===== src/rtl/instruction_fetch_unit.sv =====
// Instruction fetch: owns the PC, reads instruction memory combinationally and buffers {pc, instr} for decode.
// Optional FETCH_MISALIGN_EN adds a sticky misalignFault on misaligned redirects.
module instruction_fetch_unit #(
  parameter int                    ADDR_WIDTH  = 48,
  parameter int                    INSTR_WIDTH = 32,
  parameter logic [ADDR_WIDTH-1:0] RESET_PC    = '0,
  parameter int                    FIFO_DEPTH  = 2
) (
  input  logic                   clock,
  input  logic                   resetN,
  output logic [ADDR_WIDTH-1:0]  pcAddressOutput,
  input  logic [INSTR_WIDTH-1:0] instructionInput,
  input  logic                   redirectValid,
  input  logic [ADDR_WIDTH-1:0]  redirectTarget,
  output logic                   fetchValid,
  input  logic                   fetchReady,
  output logic [INSTR_WIDTH-1:0] fetchInstruction,
  output logic [ADDR_WIDTH-1:0]  fetchPc
`ifdef FETCH_MISALIGN_EN
  ,
  output logic                   misalignFault
`endif
);

  localparam int PTR_W = $clog2(FIFO_DEPTH);
  localparam int CNT_W = PTR_W + 1;

  typedef struct packed {
    logic [ADDR_WIDTH-1:0]  pc;
    logic [INSTR_WIDTH-1:0] instr;
  } fetch_entry_t;

  fetch_entry_t [FIFO_DEPTH-1:0] fifo_q, fifo_d;
  fetch_entry_t                  head_q, head_d, head_out;
  logic [ADDR_WIDTH-1:0]         pc_q, pc_d, redir_pc;
  logic [PTR_W-1:0]              wr_ptr_q, wr_ptr_d, rd_ptr_q, rd_ptr_d;
  logic [CNT_W-1:0]              count_q, count_d;
  logic                          push, pop, full, fault_active;

`ifdef FETCH_MISALIGN_EN
  logic fault_q, fault_d;

  assign redir_pc     = redirectTarget;
  assign fault_active = fault_q;
  assign fault_d      = fault_q | (redirectValid & (|redirectTarget[1:0]));
  assign misalignFault = fault_q;

  always_ff @(posedge clock or negedge resetN) begin
    if (!resetN) fault_q <= 1'b0;
    else         fault_q <= fault_d;
  end
`else
  logic unused_tgt_lsbs;

  // Low target bits are dropped, so the PC can never become misaligned.
  assign redir_pc        = {redirectTarget[ADDR_WIDTH-1:2], 2'b00};
  assign fault_active    = 1'b0;
  assign unused_tgt_lsbs = ^redirectTarget[1:0];
`endif

  assign pcAddressOutput = pc_q;
  assign fetchValid      = (count_q != '0);
  assign full            = (count_q == CNT_W'(FIFO_DEPTH));
  assign pop             = fetchValid & fetchReady;
  assign push            = !redirectValid & !fault_active & (!full | pop);

  // Head outputs hold their last presented value while the buffer is empty.
  assign head_out         = fetchValid ? fifo_q[rd_ptr_q] : head_q;
  assign head_d           = head_out;
  assign fetchPc          = head_out.pc;
  assign fetchInstruction = head_out.instr;

  always_comb begin
    fifo_d   = fifo_q;
    pc_d     = pc_q;
    wr_ptr_d = wr_ptr_q;
    rd_ptr_d = rd_ptr_q;
    count_d  = count_q;
    if (redirectValid) begin
      // Flush wins over everything; a same-cycle pop is already owned by decode.
      pc_d     = redir_pc;
      wr_ptr_d = '0;
      rd_ptr_d = '0;
      count_d  = '0;
    end else begin
      if (push) begin
        fifo_d[wr_ptr_q].pc    = pc_q;
        fifo_d[wr_ptr_q].instr = instructionInput;
        wr_ptr_d               = wr_ptr_q + PTR_W'(1);
        pc_d                   = pc_q + ADDR_WIDTH'(4);
      end
      if (pop) rd_ptr_d = rd_ptr_q + PTR_W'(1);
      count_d = count_q + CNT_W'(push) - CNT_W'(pop);
    end
  end

  always_ff @(posedge clock or negedge resetN) begin
    if (!resetN) begin
      fifo_q   <= '0;
      head_q   <= '0;
      pc_q     <= RESET_PC;
      wr_ptr_q <= '0;
      rd_ptr_q <= '0;
      count_q  <= '0;
    end else begin
      fifo_q   <= fifo_d;
      head_q   <= head_d;
      pc_q     <= pc_d;
      wr_ptr_q <= wr_ptr_d;
      rd_ptr_q <= rd_ptr_d;
      count_q  <= count_d;
    end
  end

endmodule


===== config.mk =====
export PLATFORM = sky130hd
export DESIGN_NAME = instruction_fetch_unit
export DESIGN_NICKNAME = d
export VERILOG_FILES = /design/src/rtl/instruction_fetch_unit.sv
export SDC_FILE = /design/constraint.sdc
export NUM_CORES = 1
export LEC_CHECK = 0
export BUFFER_PORTS_ARGS = -buffer_cell sky130_fd_sc_hd__buf_2
export CAP_MARGIN = 40
export CORE_MARGIN = 2
export CORE_UTILIZATION = 45
export DETAILED_ROUTE_END_ITERATION = 8
export PLACE_DENSITY = 0.65
export SLEW_MARGIN = 20
export SYNTH_ARGS = -nofsm -noshare
export SYNTH_HDL_FRONTEND = slang
export SYNTH_SLANG_ARGS = --single-unit

===== constraint.sdc =====
create_clock -name clock -period 2.5 [get_ports clock]
set_input_delay 0 -clock clock [delete_from_list [all_inputs] [get_ports clock]]
set_output_delay 0 -clock clock [all_outputs]
set_load 0.05 [all_outputs]

## Word-level counts from Yosys, hierarchy flattened

Cells that the tools add are included.

| storage, ports and cells | value |
|---|---|
| register bits | 292 |
| input bits | 84 |
| output and inout port bits | 129 |
| word-level logic and storage cells | 46 |

| cells by class | value |
|---|---|
| add/sub/neg operators | 5 |
| magnitude comparators | 3 |
| equal/unequal tests | 1 |
| mux-type cells | 16 |
| bitwise operators | 4 |
| reduce and logical (&&, ||, !) cells | 7 |

Operator list:

| operator | number |
|---|---|
| $bwmux 160 | 2 |
| $mux 80 | 4 |
| $demux 80 s1 | 2 |
| $mux 48 | 2 |
| $add 48x3->48 const B | 1 |
| $mux 32 | 1 |
| $reduce_bool 2->1 | 3 |
| $lt 1x2->1 const B | 2 |
| $mux 1 | 4 |
| $add 1x1->1 const B | 2 |
| $add 2x1->2 | 1 |
| $and 1x1->1 | 2 |
| $eq 2x2->1 const B | 1 |
| $logic_not 1->1 | 2 |
| $mux 2 | 1 |
| $reduce_and 2->1 | 1 |
| $sub 2x1->2 | 1 |
| $ge 1x1->1 const B | 1 |
| $logic_and 1x1->1 | 1 |
| $not 1->1 | 1 |
| $or 1x1->1 | 1 |

## Depth between registers and ports, before layout

| depth | value |
|---|---|
| depth after elaboration | 7 |
| gate-level depth with buffers | 10 |
| gate-level depth less buffers | 9 |

## Worst setup path after synthesis

OpenSTA, ideal clock, no wires.

| timing | value |
|---|---|
| path kind | register to register |
| start | reg rd_ptr_q |
| end | reg head_q[70] (netlist bit) |
| data arrival time | 2295 ps |
| path slack | -44 ps |
| stages on the path, launching flop included | 6 |
| path buffers | 3 |
| period minus slack after synthesis | 2544 ps |
| cells stage by stage | dfrtp_1 -> clkbuf_1 -> buf_2 -> buf_2 -> mux2i_1 -> o21ai_0 |

| between the ends | value |
|---|---|
| cells in the longest elaborated chain, start to end | 3 |

Ends and longest elaborated chain:

| what | RTL line | source |
|---|---|---|
| from (decl) | 36 | `logic [PTR_W-1:0] wr_ptr_q, wr_ptr_d, rd_ptr_q, rd_ptr_d;` |
| from (signal assigned) | 110 | `rd_ptr_q <= rd_ptr_d;` |
| $mux 80 (not written as such) (2 in a row) | 68 | `assign head_out = fetchValid ? fifo_q[rd_ptr_q] : head_q;` |
| $mux 80 | 68 |  |
| net fetchPc[38] | 18 | `output logic [ADDR_WIDTH-1:0] fetchPc` |
| to (signal assigned) | 100 | `head_q <= '0;` |
| to (signal assigned) | 107 | `head_q <= head_d;` |
| to (decl) | 34 | `fetch_entry_t head_q, head_d, head_out;` |

The timed path passes the listed nets, and every way through them passes these cells. The select of a mux whose other input is x is not followed.
A chain may end at the register's enable or synchronous reset.

## Final worst setup path

| timing | value |
|---|---|
| start | reg count_q[1] |
| end | out fetchPc[28] |

| between the ends | value |
|---|---|
| cells in the longest elaborated chain, start to end | 2 |

Ends and longest elaborated chain:

| what | RTL line | source |
|---|---|---|
| from (decl) | 37 | `logic [CNT_W-1:0] count_q, count_d;` |
| from (signal assigned) | 111 | `count_q <= count_d;` |
| $reduce_bool 2->1 | 62 | `assign fetchValid = (count_q != '0);` |
| $mux 80 | 68 |  |
| to (decl) | 18 |  |

No other way between the ends.

==> impl_metrics.env <==
export IMPL_netlist_instances=997
export IMPL_pin_count=213
export IMPL_antenna_found_initial=1
export IMPL_synth_top_area_share=0.5761
export IMPL_powerDensity_nw_per_um2=1369
export IMPL_ys_ff_latch=286
export IMPL_path_max_fanout=158
export IMPL_ir_drop_mv=0.8310
export IMPL_drc=0
export IMPL_placeableCoreArea_sq_um=27030
export IMPL_ctsResizeCount=0
export IMPL_rows=60
export IMPL_grt_max_degree=159
export IMPL_viasPerCell=5.150
export IMPL_synthesis_area_sq_um=12420
export IMPL_setup_tns_ps=0
export IMPL_grt_pass1_vias=8788
export IMPL_status="finished, final reports clean"
export IMPL_synth_main_ff_cell="dfrtp_1"
export IMPL_yosysMostFrequentCell="dfrtp_1"
export IMPL_nFillCells=2216
export IMPL_fmax_ghz=0.4323
export IMPL_synth_edf_count=0
export IMPL_synth_distinct_cells=37
export IMPL_finalCriticalPeriod_ps=2313
export IMPL_yosysSeqAreaShare=0.5761
export IMPL_num_antenna_cells=0
export IMPL_slew_limit_headroom=0.5049
export IMPL_critPathRequiredTime_ps=2500
export IMPL_avgSynthCellArea_sq_um=12.46
export IMPL_nNetsFinal=1373
export IMPL_clkSinkCount=286
export IMPL_cp_end_kind="output port"
export IMPL_fin_worst_skew_ps=8.451
export IMPL_cts_made_buffers=34
export IMPL_track_usage=0.2021
export IMPL_hold_viol=0
export IMPL_regToRegStartpoint="pcAddressOutput[5]"
export IMPL_io_buffer_count=208
export IMPL_drive_above_1_share=0.3494
export IMPL_area_delta_synth_final_pct=27.42
export IMPL_die_area_sq_um=28950
export IMPL_grt_setup_unrepaired="no"
export IMPL_drv_slew=0
export IMPL_utilization=0.5857
export IMPL_wl_per_cell_um=17.35
export IMPL_initial_core_util=0.4597
export IMPL_dr_pass1_iters=4
export IMPL_arrival_ps=2310
export IMPL_worst_setup_path_start_kind="flop"
export IMPL_grt_pass1_wl_um=46570
export IMPL_yosysWarningCount=0
export IMPL_drt_iter0_markers=435
export IMPL_holdWs_ps=68.43
export IMPL_gp_congestion=0.7787
export IMPL_tightest_slew_ps=742.6
export IMPL_period_share=0.9253
export IMPL_cts_root_buffer="clkbuf_16"
export IMPL_setup_violations_final=0
export IMPL_synth_top_cells_by_area="dfrtp_1 58%, mux2_2 13%, mux2i_1 6.4%"
export IMPL_overflow=0
export IMPL_async_reset_ff_frac=1.000
export IMPL_timing_rr_end="pcAddressOutput[47]"
export IMPL_post_cts_buffers=0
export IMPL_htreeDepth=2
export IMPL_wl_um=28670
export IMPL_hold_class="in -> async"
export IMPL_ys_top_cells_by_count="286 x dfrtp_1, 145 x mux2_2, 128 x nand2_1"
export IMPL_clk_pin_slew_ps=60
export IMPL_dieHeight_um=170.2
export IMPL_rrSetupSlack_ps=220
export IMPL_reg2reg_depth=5
export IMPL_crit_type="reg -> out"
export IMPL_cts_path_max_buffers=3
export IMPL_synth_largest_area_cell="dfrtp_1"
export IMPL_holdBufCountCts=80
export IMPL_num_vias=8507
export IMPL_p_leak_nw=7.081
export IMPL_maxCapViolations=0
export IMPL_cts_tree="done"
export IMPL_clk_latency_ps=500
export IMPL_die_x_um=170.2
export IMPL_ant_nets=0
export IMPL_hpwl_um=18150
metrics by stage:
| step | worst slack, ps | total power [mW] | instances | instance area, sq um |
|---|---|---|---|---|
| detailed placement | 235.0 | 16.92 | 1511 | 13910 |
| finish | 186.7 | 21.67 | 1652 | 15830 |
| floorplan | 18.15 | 14.58 | 998 | 12430 |
| global route | 61.52 | 22.92 | 1652 | 15830 |
| global placement | 305.1 | 16.72 | 1511 | 13910 |
| CTS | 198.1 | 21.89 | 1652 | 15830 |
power breakdown:
group	leakage, nW	total, mW	internal [mW]	switching, mW
combinational	3.07	9.52	2.79	6.73
sequential	3.47	7.34	6.48	0.867
clock	0.544	4.80	2.96	1.84
cell usage in the layout, fill, tap and decap left out, types with 2 or more instances in the layout:
cell type | synthesis | layout
o21ai_1 | 11 | 20
mux2_1 | 18 | 18
mux2i_1 | 79 | 79
nand4_4 | 2 | 2
nand4_1 | 11 | 11
clkbuf_8 | 0 | 9
and2_1 | 5 | 5
or3_1 | 2 | 2
nor4_2 | 9 | 9
buf_4 | 6 | 23
nor2_1 | 9 | 7
and4_1 | 8 | 8
nand2_2 | 2 | 2
nor4_4 | 3 | 3
nand3_1 | 13 | 13
clkbuf_1 | 33 | 10
nor3_1 | 9 | 9
clkinvlp_4 | 0 | 2
xnor2_1 | 30 | 30
nor4_1 | 8 | 8
o21ai_0 | 106 | 97
and3_1 | 8 | 7
clkbuf_16 | 0 | 37
dlygate4sd3_1 | 0 | 80
dfrtp_1 | 286 | 285
buf_2 | 19 | 207
conb_1 | 1 | 2
clkinv_2 | 0 | 3
mux2_2 | 145 | 145
nor2_4 | 0 | 2
ha_1 | 3 | 3
inv_1 | 8 | 8
nand2_1 | 128 | 128
buf_12 | 0 | 9
xor2_1 | 18 | 18
cells by family after synthesis:
kind of cell / count (synthesis) / share of synthesized area
XOR/XNOR: 48 / 0.03384
AO/OA/AOI/OAI: 118 / 0.04764
multiplexers: 242 / 0.2114
other: 1 / 0.0003019
AND/OR/NAND/NOR: 223 / 0.09558
flip-flops: 286 / 0.5761
buffers and inverters: 76 / 0.03213
adder cells (fa/ha/maj): 3 / 0.003022
cell type report:
type	count	area, sq um	area share
well taps	341	426.7	0.02695
clock inverters	5	30.03	0.001897
inverters	8	30.03	0.001897
flip-flops and latches	286	7161	0.4523
multi-input cells	636	4891	0.3090
repair buffers	320	2205	0.1393
clock buffers	56	1087	0.06868
worst max-delay path, cell delays in order, from the launching register on:
cell and delay [ps]:
dfrtp_1 420, nor2_4 160, buf_12 430, nand2_1 120
o21ai_0 190, buf_2 340
state kept, by name, summed over array words and instances, names as in the netlist:
register / cells
fifo_q: 156
head_q: 80
pcAddressOutput: 46
count_q: 2
rd_ptr_q: 1
wr_ptr_q: 1
per-layer routing:
layer	vias up	global-route usage	wire length (um)
li1	4076	-	-
met1	4168	0.2750	13100
met2	199	0.3240	13380
met3	62	0.03744	1273
met4	2	0.07507	902
met5	-	0	15
how the worst max path moves through the flow:
| stage | from | to | slack, ps | depth (start not counted) |
|---|---|---|---|---|
| after global placement | pcAddressOutput[5] | pcAddressOutput[47] | 310 | 5 |
| after global routing | pcAddressOutput[5] | pcAddressOutput[47] | 60 | 5 |
| after CTS | pcAddressOutput[5] | pcAddressOutput[47] | 200 | 5 |
| after floorplan | rd_ptr_q | head_q[10] | 20 | 4 |
| after detailed placement | pcAddressOutput[5] | pcAddressOutput[47] | 230 | 5 |
| final | count_q[1] | fetchPc[28] | 190 | 5 |
No activity file was read; power rests on OpenSTA's default activity.
